$ cat src/rtl/ps2_key_decoder.sv
// PS/2 Set-2 scan-code assembler: folds E0/F0 prefixes into single key events,
// tags hex digits and Enter, and queues the events in a small valid/ready FIFO.
//
// state   | meaning
// IDLE    | waiting for the first byte of a sequence
// EXT     | E0 seen, waiting for code or F0
// BRK     | F0 seen, waiting for the released key code
// EXT_BRK | E0 F0 seen, waiting for the released extended key code
module ps2_key_decoder #(
  parameter int FIFO_DEPTH      = 4,
  parameter int TIMEOUT_CYCLES  = 200000,
  parameter bit SUPPRESS_REPEAT = 1'b1
) (
  input  logic       clk,
  input  logic       rst,
  input  logic [7:0] code,
  input  logic       tick,
  input  logic       correct,
  input  logic       ev_ready,
  input  logic       err_clr,
  output logic       ev_valid,
  output logic [7:0] ev_code,
  output logic       ev_release,
  output logic       ev_ext,
  output logic       ev_is_hex,
  output logic [3:0] ev_hex,
  output logic       ev_enter,
  output logic       frame_err,
  output logic       overflow
);

  localparam int AW = $clog2(FIFO_DEPTH);
  localparam int CW = AW + 1;
  localparam int TW = $clog2(TIMEOUT_CYCLES) + 1;

  typedef enum logic [1:0] {IDLE, EXT, BRK, EXT_BRK} state_t;

  state_t        state;
  logic [TW-1:0] tmo_cnt;
  logic          held_valid;
  logic          held_ext;
  logic [7:0]    held_code;

  logic [15:0]   mem [FIFO_DEPTH];
  logic [AW-1:0] wr_ptr, rd_ptr;
  logic [CW-1:0] count;

  logic is_e0, is_f0, is_prefix;
  logic emit, emit_rel, emit_ext;
  logic held_match, drop_rep, push, pop, full, push_ok;
  logic [4:0] hex_map;
  logic [15:0] head;

  function automatic logic [4:0] hex_lookup(input logic [7:0] c);
    case (c)
      8'h45: return 5'h10;
      8'h16: return 5'h11;
      8'h1E: return 5'h12;
      8'h26: return 5'h13;
      8'h25: return 5'h14;
      8'h2E: return 5'h15;
      8'h36: return 5'h16;
      8'h3D: return 5'h17;
      8'h3E: return 5'h18;
      8'h46: return 5'h19;
      8'h1C: return 5'h1A;
      8'h32: return 5'h1B;
      8'h21: return 5'h1C;
      8'h23: return 5'h1D;
      8'h24: return 5'h1E;
      8'h2B: return 5'h1F;
      default: return 5'h00;
    endcase
  endfunction

  assign is_e0     = (code == 8'hE0);
  assign is_f0     = (code == 8'hF0);
  assign is_prefix = is_e0 | is_f0;

  always_comb begin
    emit     = 1'b0;
    emit_rel = 1'b0;
    emit_ext = 1'b0;
    if (tick && correct && !is_prefix) begin
      emit = 1'b1;
      case (state)
        IDLE:    ;
        EXT:     emit_ext = 1'b1;
        BRK:     emit_rel = 1'b1;
        EXT_BRK: begin emit_rel = 1'b1; emit_ext = 1'b1; end
        default: emit = 1'b0;
      endcase
    end
  end

  assign held_match = held_valid && (held_ext == emit_ext) && (held_code == code);
  assign drop_rep   = SUPPRESS_REPEAT && emit && !emit_rel && held_match;
  assign push       = emit && !drop_rep;
  assign hex_map    = emit_ext ? 5'h00 : hex_lookup(code);

  assign ev_valid = (count != '0);
  assign full     = (count == CW'(FIFO_DEPTH));
  assign pop      = ev_valid && ev_ready;
  assign push_ok  = push && (!full || pop);

  always_ff @(posedge clk or posedge rst) begin
    if (rst) begin
      state   <= IDLE;
      tmo_cnt <= '0;
    end else if (tick) begin
      tmo_cnt <= '0;
      if (!correct) begin
        state <= IDLE;
      end else begin
        case (state)
          IDLE:    state <= is_e0 ? EXT : (is_f0 ? BRK : IDLE);
          EXT:     state <= is_f0 ? EXT_BRK : (is_e0 ? EXT : IDLE);
          default: state <= IDLE;
        endcase
      end
    end else if (state != IDLE) begin
      if (tmo_cnt == TW'(TIMEOUT_CYCLES - 1)) begin
        state   <= IDLE;
        tmo_cnt <= '0;
      end else begin
        tmo_cnt <= tmo_cnt + 1'b1;
      end
    end else begin
      tmo_cnt <= '0;
    end
  end

  // A break of a different key leaves the held key alone
  always_ff @(posedge clk or posedge rst) begin
    if (rst) begin
      held_valid <= 1'b0;
      held_ext   <= 1'b0;
      held_code  <= '0;
    end else if (emit && !emit_rel && !drop_rep) begin
      held_valid <= 1'b1;
      held_ext   <= emit_ext;
      held_code  <= code;
    end else if (emit && emit_rel && held_match) begin
      held_valid <= 1'b0;
    end
  end

  always_ff @(posedge clk or posedge rst) begin
    if (rst) begin
      for (int i = 0; i < FIFO_DEPTH; i++) mem[i] <= '0;
      wr_ptr <= '0;
      rd_ptr <= '0;
      count  <= '0;
    end else begin
      if (push_ok) begin
        mem[wr_ptr] <= {code, emit_rel, emit_ext, hex_map, code == 8'h5A};
        wr_ptr      <= wr_ptr + 1'b1;
      end
      if (pop) rd_ptr <= rd_ptr + 1'b1;
      case ({push_ok, pop})
        2'b10:   count <= count + 1'b1;
        2'b01:   count <= count - 1'b1;
        default: count <= count;
      endcase
    end
  end

  always_ff @(posedge clk or posedge rst) begin
    if (rst) begin
      frame_err <= 1'b0;
      overflow  <= 1'b0;
    end else begin
      if (tick && !correct) frame_err <= 1'b1;
      else if (err_clr)     frame_err <= 1'b0;
      if (push && full && !pop) overflow <= 1'b1;
      else if (err_clr)         overflow <= 1'b0;
    end
  end

  assign head       = mem[rd_ptr];
  assign ev_code    = head[15:8];
  assign ev_release = head[7];
  assign ev_ext     = head[6];
  assign ev_is_hex  = head[5];
  assign ev_hex     = head[4:1];
  assign ev_enter   = head[0];

endmodule

$ cat config.mk
export PLATFORM = sky130hd
export DESIGN_NAME = ps2_key_decoder
export DESIGN_NICKNAME = d
export VERILOG_FILES = /design/src/rtl/ps2_key_decoder.sv
export SDC_FILE = /design/constraint.sdc
export NUM_CORES = 1
export LEC_CHECK = 0
export ABC_CLOCK_PERIOD_IN_PS = 2850
export CAP_MARGIN = 20
export CORE_UTILIZATION = 54
export CTS_CLUSTER_DIAMETER = 100
export DETAILED_ROUTE_END_ITERATION = 12
export PLACE_DENSITY = 0.85
export SYNTH_ARGS = -nofsm -noshare
export SYNTH_HDL_FRONTEND = slang
export SYNTH_SLANG_ARGS = --single-unit
export TNS_END_PERCENT = 20
$ cat constraint.sdc
create_clock -name clk -period 2.85 [get_ports clk]
set_input_delay 0.285 -clock clk [delete_from_list [all_inputs] [get_ports clk]]
set_output_delay 0.285 -clock clk [all_outputs]
set_load 0.005 [all_outputs]
## Word level (Yosys, flattened, before mapping)

Index checks and enable logic that the tools add are counted.

- Add/subtract/negate cells: 5
- Magnitude comparators: 3
- Equal/unequal tests: 28
- Muxes and demuxes: 31
- Bitwise gates (word level): 3
- Reduce and logical (&&, ||, !) cells: 35

Operators by type and width:

| cell | count |
|---|---|
| $eq A8 B6 Y1 const B | 11 |
| $pmux W5 S16 | 1 |
| $bwmux W64 | 1 |
| $mux W19 | 3 |
| $mux W16 | 3 |
| $bmux W16 S2 | 1 |
| $demux W16 S2 | 1 |
| $eq A8 B5 Y1 const B | 3 |
| $eq A8 B7 Y1 const B | 3 |
| $add A19 B1 Y19 const B | 1 |
| $eq A19 B18 Y1 const B | 1 |
| $eq A8 B8 Y1 const B | 2 |
| $logic_and A1 B1 Y1 | 16 |
| $mux W2 | 7 |
| $reduce_bool A2 Y1 | 7 |
| $mux W1 | 11 |
| $eq A8 B8 Y1 | 1 |
| $eq A2 B2 Y1 const B | 3 |
| $ge A3 B3 Y1 const B | 2 |
| $logic_not A1 Y1 | 6 |
| $not A2 Y3 | 2 |
| $pmux W3 S2 | 1 |
| $mux W5 | 1 |
| $add A2 B1 Y2 const B | 2 |
| 13 further kinds | 15 |

- Register bits after elaboration: 104
- Input bits: 14
- Output and inout port bits: 19

## Longest topological paths before layout

- Depth in word-level cells: 14
- Depth in mapped cells: 10
- Depth with buffers taken out: 9

## Worst setup path after synthesis

Ideal clock, no wire load.

- Path kind: input to register
- From: input port code[2]
- To: register count[2]
- Data arrival time: 1953 ps
- Slack: 773 ps
- Cell stages on the path: 10
- Cell sequence: buf_6 > xor2_1 > nor4_2 > nand4b_1 > a21oi_1 > inv_1 > fa_1 > nor2_1 > a22oi_1 > xnor2_1

- Word-level cells in the longest chain between the ends: 14

RTL lines:

| element | line | RTL |
|---|---|---|
| from (decl) | 16 | `input logic [7:0] code,` |
| $eq A8 B8 Y1, on equally long branches | 76, 77 |  |
| $or A1 B1 Y1 | 78 | `assign is_prefix = is_e0 \| is_f0;` |
| $logic_not A1 Y1 | 84 | `if (tick && correct && !is_prefix) begin` |
| $logic_and A1 B1 Y1 | 84 |  |
| $mux W1 | 84 |  |
| $eq A1 B1 Y1 | 96 | `assign held_match = held_valid && (held_ext == emit_ext) && (held_code == code);` |
| $logic_and A1 B1 Y1 (2 in series) | 96 |  |
| $logic_and A1 B1 Y1 | 97 | `assign drop_rep = SUPPRESS_REPEAT && emit && !emit_rel && held_match;` |
| $logic_not A1 Y1 | 98 | `assign push = emit && !drop_rep;` |
| $logic_and A1 B1 Y1 (*) | 98 |  |
| $logic_and A1 B1 Y1 (*) | 104 | `assign push_ok = push && (!full \|\| pop);` |
| $eq A2 B1 Y1 / $eq A2 B2 Y1 (equally long branches) | 160 | `case ({push_ok, pop})` |
| $pmux W3 S2 / $reduce_bool A2 Y1 (equally long branches) | n/a |  |
| to (signal assigned) | 161 | `2'b10: count <= count + 1'b1;` |
| to (signal assigned) | 162 | `2'b01: count <= count - 1'b1;` |
| to (signal assigned) | 163 | `default: count <= count;` |
| to (decl) | 46 | `logic [CW-1:0] count;` |

Mark *: on every way between the ends. The rest lies on a longest branch, timed or not.
A chain may end at the register's enable or synchronous reset.

## Worst setup path in the final report

- From: register rd_ptr[0]
- To: output port ev_ext

- Word-level cells in the longest chain between the ends: 4

RTL lines:

| element | line | RTL |
|---|---|---|
| from (decl) | 45 | `logic [AW-1:0] wr_ptr, rd_ptr;` |
| from (signal assigned) | 159 | `if (pop) rd_ptr <= rd_ptr + 1'b1;` |
| $not A2 Y3 (implied by the code) | 180 | `assign head = mem[rd_ptr];` |
| $bmux W16 S2 | 180 |  |
| $mux W16 (implied by the code) (2 in series) | 180 |  |
| to (decl) | 24 | `output logic ev_ext,` |

Every way passes these cells. The select of a mux whose other input is x is not followed.

==> results summary <==
The flow ran to the end, and the final reports show no timing, DRC or antenna violations. The post-layout worst setup margin is between 0.4 and 0.5 ns. For this run, the total global-route usage over all layers was measured as 0.2191.

The area of the placeable core came out at 9819 µm². 33 I/O pins were placed. The clock tree skew after final layout is 0.01212 ns. In this run the tightest slew margin relative to its limit is 0.4745.

Across the run, the number of max-cap violations was 0. The die outline area came out at 10,560 µm². The part of the Yosys area used for sequential elements is 0.4745. The total power divided by cell area is 762.2 nW/µm².

The maximum number of pins on one net before global-route repair came out at 64. The logic gate share of total power is 0.367. The most used flip-flop cell after synthesis is sky130_fd_sc_hd__dfrtp_1. The share of async-settable or async-resettable flops after synthesis came out at 1.000. The overall routed net length is 10.52 mm.

The number of placement rows is 36. The number of global-route vias before repair came out at 3,478. The mapped netlist covers approximately 5500 µm².

The number of gates given a new drive strength after cts came out at 0. Yosys printed 0 warnings. The clock-pin slew of the registers on the worst-case setup and hold paths is 0.10 ns. The number of nets in the layout is 466.

The routed design uses 5.253 mm of met2 wire. The worst setup path is captured at a primary output. The number of synthesized flops with an enable pin is 0. The post-route fraction of the period consumed by the critical path is 0.8558. The internal power came out at 3211 µW.

For the worst setup path, the data required time is 2.57 ns. The total nets after synthesis came out at 434. Setup repair after global routing left no endpoint under its margin.

The timing startpoint of the critical path is rd_ptr[0]$_DFFE_PP0P_. The post-detailed-placement half-perimeter wirelength is a little over 7 mm. By startpoint and endpoint, the worst setup path is classified as register to primary output.

The total clock sinks came out at around 100. The instance count after placement with tap cells included came out at ~570. Once layout is complete, the utilization of the core stands at 0.6148. The worst setup path is launched from a register. The switching fraction of total power is 0.3022.

The number of different library cells in the post-synthesis netlist came out at 58. Sorting the synthesized cells by how often they occur yields sky130_fd_sc_hd__dfrtp_1, sky130_fd_sc_hd__mux2_4, sky130_fd_sc_hd__mux2_2. The aggregate global routing overflow is 0. The number of setup violations in the final report is 0. The top layer reached by signal wires is met4. The total met3 wirelength after detailed routing is 428 µm. The number of diodes added for antenna fixing came out at 0. The total of buffers placed on input and output ports is 32. The max-slew violation total from the final report is 0. The post-synthesis instance total is 414. The count of final hold-check violations is 0. Yosys attributes the largest share of cell area to sky130_fd_sc_hd__dfrtp_1, sky130_fd_sc_hd__mux2_4, sky130_fd_sc_hd__mux2_2. Of the post-synthesis cell area, the dominant cell type holds 0.4745.

The initial core utilization came out at 0.5586. The leakage power is 0.002691 µW. The cell area reported after detailed placement is 5872 µm².

The number of buffers created by CTS is 9. Summed over all nets, the switching power comes to 1391 µW. The post-route antenna net violation count is 0.

The maximum fanout along the worst path came out at 10. In the final routed layout, each cell accounts on average for 18.02 µm. Data arrives at the worst endpoint at 2.15 ns. The final critical path time including I/O delays and setup came out at 2.439 ns. The transition at the pin with the smallest max-transition slack is 0.7883 ns. The clock network fraction of design power came out at 0.180. The number of H-tree levels is 3. The setup TNS after final layout is 0 ns.

The ratio of cells with drive above 1 in the final layout is 0.2971. The count of vias placed by the detailed router is ~3,300. The TritonCTS clock tree is done. The number of remaining DRC errors came out at 0. The clock latency reported for the late side of the worst-skew pair came out at 0.38 ns. In this run the horizontal extent of the chip is 102.8 µm. The most frequent cell after synthesis is sky130_fd_sc_hd__dfrtp_1. The global-route wire length before repair is 17.42 mm.

The worst slack after detailed placement is 0.1260 ns. The synthesized area per cell came out at roughly 13 µm². The detailed router put a total of about 4.6 mm of wire on met1. The finished cells cover 6037 µm². The first-pass iteration count of the detailed router came out at 4. The number of antenna violations at the first check in global routing came out at 0. The final instance count without filler cells is 584. In this run, synthesis produced a sequential element count of 104. The library cell occupying the most area in the post-synthesis netlist is sky130_fd_sc_hd__dfrtp_1. After the first detailed-routing iteration, the DRC count stood at about 110. The worst flop-to-flop path startpoint is held_code[5]$_DFFE_PP0P_.

The number of hold buffers added after CTS is 0. After detailed routing, the number of vias per cell comes to between 5 and 6. The maximum clock rate is 410.0 MHz. The die height is ~100 µm. Routability-driven placement finished with a final weighted congestion of 0.8963. The post-CTS repair timing setup buffer count is 0. The area overhead of the layout relative to synthesis came out at 10.06%. The fraction of power consumed by sequential logic is 0.454. The worst IR drop on VDD is 0.0004577 V. In this run the worst hold path is classified as input port to async pin. The number of buffers on the longest clock path came out at 2. The clock root buffer is sky130_fd_sc_hd__clkbuf_8.
-- registers in the layout (all words and copies together), names as in the netlist --
register,count
wr_ptr,2
rd_ptr,2
state,2
held_ext,1
mem,64
count,3
held_code,8
overflow,1
tmo_cnt,19
frame_err,1
held_valid,1
-- kinds of logic (layout without fill, tap and decap cells) --
family / Yosys count / count (layout) / synth area share
compound gates: 38 / 38 / 0.04881
xor+xnor: 31 / 31 / 0.04950
mux: 92 / 92 / 0.2489
fa+ha+maj: 6 / 6 / 0.01505
flops: 104 / 104 / 0.4745
buf+inv: 37 / 74 / 0.04562
simple gates: 106 / 106 / 0.1177
-- per-stage QoR --
| stage | hold WS [ns] | total power [µW] |
|---|---|---|
| after floorplan | 0.3849 | 3253 |
| after global placement | 0.4565 | 3720 |
| after detailed placement | 0.4657 | 3816 |
| after CTS | 0.4185 | 4638 |
| after global routing | 0.4509 | 4861 |
| final | 0.3997 | 4601 |
-- layer usage --
metal  global-route usage  vias up
li1                     -     1532
met1               0.2755     1690
met2               0.3667       88
met3              0.05695       20
met4              0.08017        0
met5                    0        -
-- layout by cell type, fill, tap and decap left out, types with 4 or more instances in the layout --
cell | netlist | layout
sky130_fd_sc_hd__dfrtp_1 | 104 | 104
sky130_fd_sc_hd__mux2_4 | 40 | 40
sky130_fd_sc_hd__mux2_2 | 34 | 34
sky130_fd_sc_hd__clkdlybuf4s50_1 | 0 | 32
sky130_fd_sc_hd__nor2_1 | 30 | 30
sky130_fd_sc_hd__xor2_1 | 23 | 23
sky130_fd_sc_hd__nand2_1 | 18 | 18
sky130_fd_sc_hd__mux4_2 | 16 | 16
sky130_fd_sc_hd__buf_4 | 0 | 13
sky130_fd_sc_hd__inv_1 | 12 | 11
sky130_fd_sc_hd__clkbuf_8 | 0 | 9
sky130_fd_sc_hd__xnor2_1 | 8 | 8
sky130_fd_sc_hd__nand3_1 | 8 | 8
sky130_fd_sc_hd__o21ai_0 | 8 | 8
sky130_fd_sc_hd__and3_1 | 6 | 6
sky130_fd_sc_hd__a21oi_1 | 6 | 6
sky130_fd_sc_hd__nand2b_1 | 5 | 5
sky130_fd_sc_hd__nor3_1 | 5 | 5
sky130_fd_sc_hd__or3_1 | 5 | 5
sky130_fd_sc_hd__ha_1 | 5 | 5
sky130_fd_sc_hd__a31oi_1 | 4 | 4
sky130_fd_sc_hd__nand2_8 | 4 | 4
sky130_fd_sc_hd__o22ai_1 | 4 | 4
-- cell type report --
class / instances / area (µm²)
clock buffer: 11 / 131.4
clock inverter: 5 / 33.78
fill: 767 / 3782
inverter: 13 / 52.55
multi-input combinational: 273 / 2633
sequential: 104 / 2603
tap: 133 / 166.4
timing repair buffer: 45 / 417.9
-- path summary, 6_finish.rpt --
check,endpoint,slack [ns],depth (start not counted)
min reg2reg,rd_ptr[1]$_DFFE_PP0P_,0.47,1
min in group clk,rd_ptr[1]$_DFFE_PP0P_,0.47,1
max in group asynchronous,mem[17]$_DFFE_PP0P_,1.82,3
max,ev_ext,0.41,3
min,tmo_cnt[18]$_DFF_PP0_,0.40,3
max reg2reg,count[2]$_DFFE_PP0P_,0.51,9
-- critical path: stages, from the launching register on --
cell	delay (ns)
sky130_fd_sc_hd__dfrtp_1	0.67
sky130_fd_sc_hd__buf_4	0.31
sky130_fd_sc_hd__mux4_2	0.33
sky130_fd_sc_hd__clkdlybuf4s50_1	0.46
-- power groups by stage --
stage          Sequential [µW]  Combinational [µW]  Clock (µW)
3_3_place_gp              2080                1640           0
5_1_grt                   2130                1820         906
6_report                  2090                1690         827
3_5_place_dp              2120                1700           0
4_1_cts                   2090                1700         848
2_1_floorplan             2010                1240           0
Note: power is estimated with default switching activity, not from simulation.
